[src/rtl/adc_rd_ctrl.sv]
// adc_rd_ctrl: ADC serial read sequencer; define ADC_AVG_EN to average 4 frames per request
module adc_rd_ctrl #(
  parameter int DATA_W     = 12,
  parameter int FRAME_BITS = 16,
  parameter int SETUP_CYC  = 2,
  parameter int CS_GAP     = 4
) (
  input  logic              clk,
  input  logic              rst,
  input  logic              start,
  input  logic              cont,
  input  logic              miso,
  output logic              cs,
  output logic [DATA_W-1:0] dout,
  output logic              dout_vld,
  output logic              busy
);
  localparam int MAX_A = FRAME_BITS > CS_GAP ? FRAME_BITS : CS_GAP;
  localparam int MAX_C = MAX_A > SETUP_CYC ? MAX_A : SETUP_CYC;
  localparam int CW    = $clog2(MAX_C + 1);
  typedef enum logic [1:0] {IDLE, SETUP, SHIFT, GAP} state_t;
  state_t            state_q;
  logic [CW-1:0]     cnt_q, cnt_d;
  // Leading frame bits shift out of the top; only bits that can reach dout are held.
  logic [DATA_W-2:0] shift_q;
  logic [DATA_W-1:0] word_d;
  logic              cnt_last, go_d;
  assign word_d   = {shift_q, miso};
  assign cnt_last = cnt_q == CW'((state_q == SETUP ? SETUP_CYC : state_q == SHIFT ? FRAME_BITS : CS_GAP) - 1);
  assign cnt_d    = cnt_last ? '0 : cnt_q + CW'(1);
  assign busy     = state_q != IDLE;
`ifdef ADC_AVG_EN
  logic [DATA_W+1:0] sum_q, sum_d;
  logic [1:0]        frm_q;
  assign sum_d = sum_q + {2'b00, word_d};
  // Frames inside a 4-frame group chain regardless of start/cont.
  assign go_d  = start | cont | (frm_q != 2'd0);
`else
  assign go_d  = start | cont;
`endif
  // Frame sequencer: chip-select, MISO capture and result strobe.
  always_ff @(posedge clk) begin
    if (rst) begin
      state_q  <= IDLE;
      cnt_q    <= '0;
      shift_q  <= '0;
      cs       <= 1'b1;
      dout     <= '0;
      dout_vld <= 1'b0;
`ifdef ADC_AVG_EN
      sum_q    <= '0;
      frm_q    <= 2'd0;
`endif
    end else begin
      dout_vld <= 1'b0;
      case (state_q)
        IDLE: if (go_d) begin
          cs      <= 1'b0;
          cnt_q   <= '0;
          state_q <= SETUP;
        end
        SETUP: begin
          cnt_q <= cnt_d;
          if (cnt_last) state_q <= SHIFT;
        end
        SHIFT: begin
          cnt_q   <= cnt_d;
          shift_q <= word_d[DATA_W-2:0];
          if (cnt_last) begin
            cs      <= 1'b1;
            state_q <= GAP;
`ifdef ADC_AVG_EN
            frm_q   <= frm_q + 2'd1;
            sum_q   <= frm_q == 2'd3 ? '0 : sum_d;
            if (frm_q == 2'd3) begin
              dout     <= sum_d[DATA_W+1:2];
              dout_vld <= 1'b1;
            end
`else
            dout     <= word_d;
            dout_vld <= 1'b1;
`endif
          end
        end
        GAP: begin
          cnt_q <= cnt_d;
          if (cnt_last) begin
            cs      <= !go_d;
            state_q <= go_d ? SETUP : IDLE;
          end
        end
        default: state_q <= IDLE;
      endcase
    end
  end
endmodule
[config.mk]
export PLATFORM = sky130hd
export DESIGN_NAME = adc_rd_ctrl
export DESIGN_NICKNAME = d
export VERILOG_FILES = /design/src/rtl/adc_rd_ctrl.sv
export SDC_FILE = /design/constraint.sdc
export NUM_CORES = 1
export LEC_CHECK = 0
export ABC_AREA = 1
export CAP_MARGIN = 10
export CORE_MARGIN = 1.5
export CORE_UTILIZATION = 52
export CTS_CLUSTER_SIZE = 24
export DETAILED_ROUTE_END_ITERATION = 7
export PLACE_DENSITY = 0.88
export SETUP_SLACK_MARGIN = 0.15
export SYNTH_ARGS = -nofsm -noshare
export SYNTH_HDL_FRONTEND = slang
export SYNTH_SLANG_ARGS = --single-unit
[constraint.sdc]
create_clock -name clk -period 1.9 [get_ports clk]
set_input_delay 0.285 -clock clk [delete_from_list [all_inputs] [get_ports clk]]
set_output_delay 0.285 -clock clk [all_outputs]
set_load 0.02 [all_outputs]
==> results.json <==
{
  "outcome": "finished, final reports clean",
  "rsz0062_at_grt": "false",
  "worst-path-max-fanout": 7,
  "synth_area_leaders": "dfxtp_1 46%, nand2_1 8.9%, ha_1 6.3%",
  "viasPerCell": 5.44,
  "worst_pin_slew_ps": 260,
  "cts_hold_repair.buffers": 0,
  "gp_congestion": 0.842,
  "syn-num-nets": 190,
  "synth_edf_count": 0,
  "synth_xor_xnor_area_share": 0.00631,
  "fin_ws_ps": 197,
  "rows": 18,
  "tns_ps": 0,
  "antenna_cells": 0,
  "reg2reg_from": "state_q[0]$_SDFFE_PP0P_",
  "wl_per_cell_um": 13.8,
  "coreArea_um2": 2500,
  "critPathTopFamily": "simple AND/OR/NAND/NOR gates",
  "worstSetupPathType": "flop to flop",
  "final_core_util": 0.731,
  "h-tree-depth": 2,
  "path_buf_inv": 3,
  "synthAdderAreaFrac": 0.0631,
  "skew_ps": 13.2,
  "vias": 1312,
  "drive_above_1_share": 0.213,
  "min_delay_path_depth": 2,
  "numCtsBuffers": 5,
  "die_x_um": 54.7,
  "p_total_mw": 2.14,
  "slew_viol_final": 0,
  "grt_pass1_vias": 1096,
  "synthFlopType": "dfxtp_1",
  "ys_async_sr_fraction": 0,
  "synth_seq_area_share": 0.462,
  "grt_pass1_wl_um": 4640,
  "die_h_um": 54.7,
  "worstReg2RegEnd": "dout[11]$_SDFFE_PP0P_",
  "dieArea_um2": 2990,
  "clkTransAtPathRegs_ps": 100,
  "clockBufferDepth": 2,
  "synth.distinct_cells": 23,
  "port_buffers": 19,
  "power.leakage_nw": 0.730,
  "slowest_stage": "dfxtp_4",
  "critPathMaxStageDelay_ps": 390,
  "crit_path_end_kind": "flop",
  "drtPass1Iterations": 4,
  "yosys-top-cells-count": "33 x nand2_1, 32 x dfxtp_1, 19 x inv_1",
  "clkSinkCount": 32,
  "fmax_mhz": 587,
  "reg2reg_depth": 11,
  "tritoncts": "built",
  "drtIter0Drc": 36,
  "clk_latency_ps": 350,
  "reg2reg_slack_ps": 200,
  "synthMuxAreaShare": 0,
  "ys_seq_elements": 32,
  "post-route-period-util": 0.896,
  "hold_viol": 0,
  "synth_top_family_by_area": "simple AND/OR/NAND/NOR gates",
  "syn_area_um2": 1390,
  "dp_hpwl_um": 2030,
  "design_area_um2": 1830,
  "hold_path_startpoint": "dout[2]$_SDFFE_PP0P_",
  "nNetsFinal": 222,
  "startpoint_type": "flop",
  "start_util": 0.555,
  "min_to": "dout[2]$_SDFFE_PP0P_",
  "setup_viol": 0,
  "drt-total-wl_um": 3320,
  "finalCriticalPeriod_ps": 1700,
  "drv_cap": 0,
  "power-per-cell-area_nw_per_um2": 1170,
  "antenna_found_initial": 0,
  "synth-simple-area-share": 0.220,
  "yosys.area.top_type": "dfxtp_1",
  "root_buffer": "clkbuf_4",
  "placed_area_um2": 1620,
  "grt_usage": 0.225,
  "synth_top_area_frac": 0.462,
  "path_cells": "inv_8, ha_4, inv_2, o21ai_2, nand2_1, nor2_1, nand2_2, nor2_4, clkinv_4, nor2_4, nor2_1",
  "yosysMostFrequentCell": "nand2_1",
  "cp.arrival_ps": 1940,
  "overflow": 0,
  "ant_nets": 0,
  "io_pins": 20,
  "areaGrowthSynthToFinish_pct": 31.7,
  "synth_cells": 178,
  "dp_slack_ps": 140,
  "slew_headroom": 0.826,
  "worstPathRequired_ps": 2140,
  "hold_path_class": "flop to flop",
  "synth.avg_cell_area_um2": 7.80,
  "remaining_drc_errors": 0,
  "grt_max_degree": 20,
  "synth_compound_area_frac": 0.162,
  "peakVddDrop_v": 0.000959,
  "ys_warn_count": 0
}
## placed cells by master (no fill, tap or decap), drive strengths merged
| master | instances |
|---|---|
| inv | 22 |
| o211ai | 2 |
| nand2 | 36 |
| a211oi | 1 |
| ha | 7 |
| nand3 | 17 |
| a21oi | 17 |
| dfxtp | 32 |
| clkdlybuf4s50 | 18 |
| o31ai | 1 |
| clkdlybuf4s15 | 1 |
| nor2 | 15 |
| clkinv | 2 |
| buf | 9 |
| clkbuf | 7 |
| xor2 | 1 |
| clkinvlp | 1 |
| o21ai | 22 |
## how the worst max path moves through the flow
| stage | from | to | slack [ps] | cells after the start |
|---|---|---|---|---|
| final | state_q[0]$_SDFFE_PP0P_ | dout[11]$_SDFFE_PP0P_ | 200 | 11 |
| after global routing | state_q[0]$_SDFFE_PP0P_ | dout[11]$_SDFFE_PP0P_ | 100 | 11 |
| after CTS | state_q[0]$_SDFFE_PP0P_ | busy | 180 | 4 |
| after detailed placement | state_q[0]$_SDFFE_PP0P_ | dout[7]$_SDFFE_PP0P_ | 140 | 11 |
| after global placement | state_q[0]$_SDFFE_PP0P_ | busy | 240 | 4 |
| after floorplan | state_q[0]$_SDFFE_PP0P_ | dout[1]$_SDFFE_PP0P_ | 270 | 12 |
## through the flow
step	hold WS, ps	instances
floorplan	354	178
finish	478	241
global placement	453	227
CTS	476	235
detailed placement	460	227
global route	503	241
## tightest hold or removal path: stages (launching register included)
cell	delay (ps)
dfxtp_1	330
nand3_2	60
o21ai_1	50
## where the power goes
| part | switching (mW) | leakage, nW | internal (mW) |
|---|---|---|---|
| logic | 0.487 | 0.437 | 0.319 |
| clock network | 0.243 | 0.0315 | 0.181 |
| registers | 0.112 | 0.262 | 0.796 |
## metal layers
layer	part of all wire	GRT usage	vias up
met2	0.51	0.347	60
met3	0.067	0.0792	7
met5	0	0	-
met1	0.41	0.264	604
li1	-	-	641
met4	0.014	0.138	0
## kinds of logic after synthesis
family / count (synthesis)
adders and majority gates: 7
and+or+nand+nor: 67
buffers and inverters: 28
xor gates and xnor gates: 1
AOI/OAI and AO/OA: 43
DFF: 32
## registers in the layout (all words and copies together) (netlist names)
register	flops
dout	12
cnt_q	5
dout_vld	1
state_q	2
shift_q	11
cs	1
## cell type report
type | instances | area [µm²]
inverter | 23 | 101
clock inverter | 1 | 7.51
tap | 30 | 37.5
clock buffer | 7 | 55.1
timing repair inverter | 1 | 6.26
sequential | 32 | 648
multi-input combinational | 119 | 706
timing repair buffer | 28 | 267
fill | 175 | 672
## timing repair
item / in CTS / in global routing
endpoints found under the setup margin: 13 / 19
gates resized for setup: 5 / 32
cloned: 0 / 2
pin swaps: 0 / 10
buffers inserted: 0 / 4
endpoints found under the hold margin: 0 / 0
(Power assumes the default switching activity.)
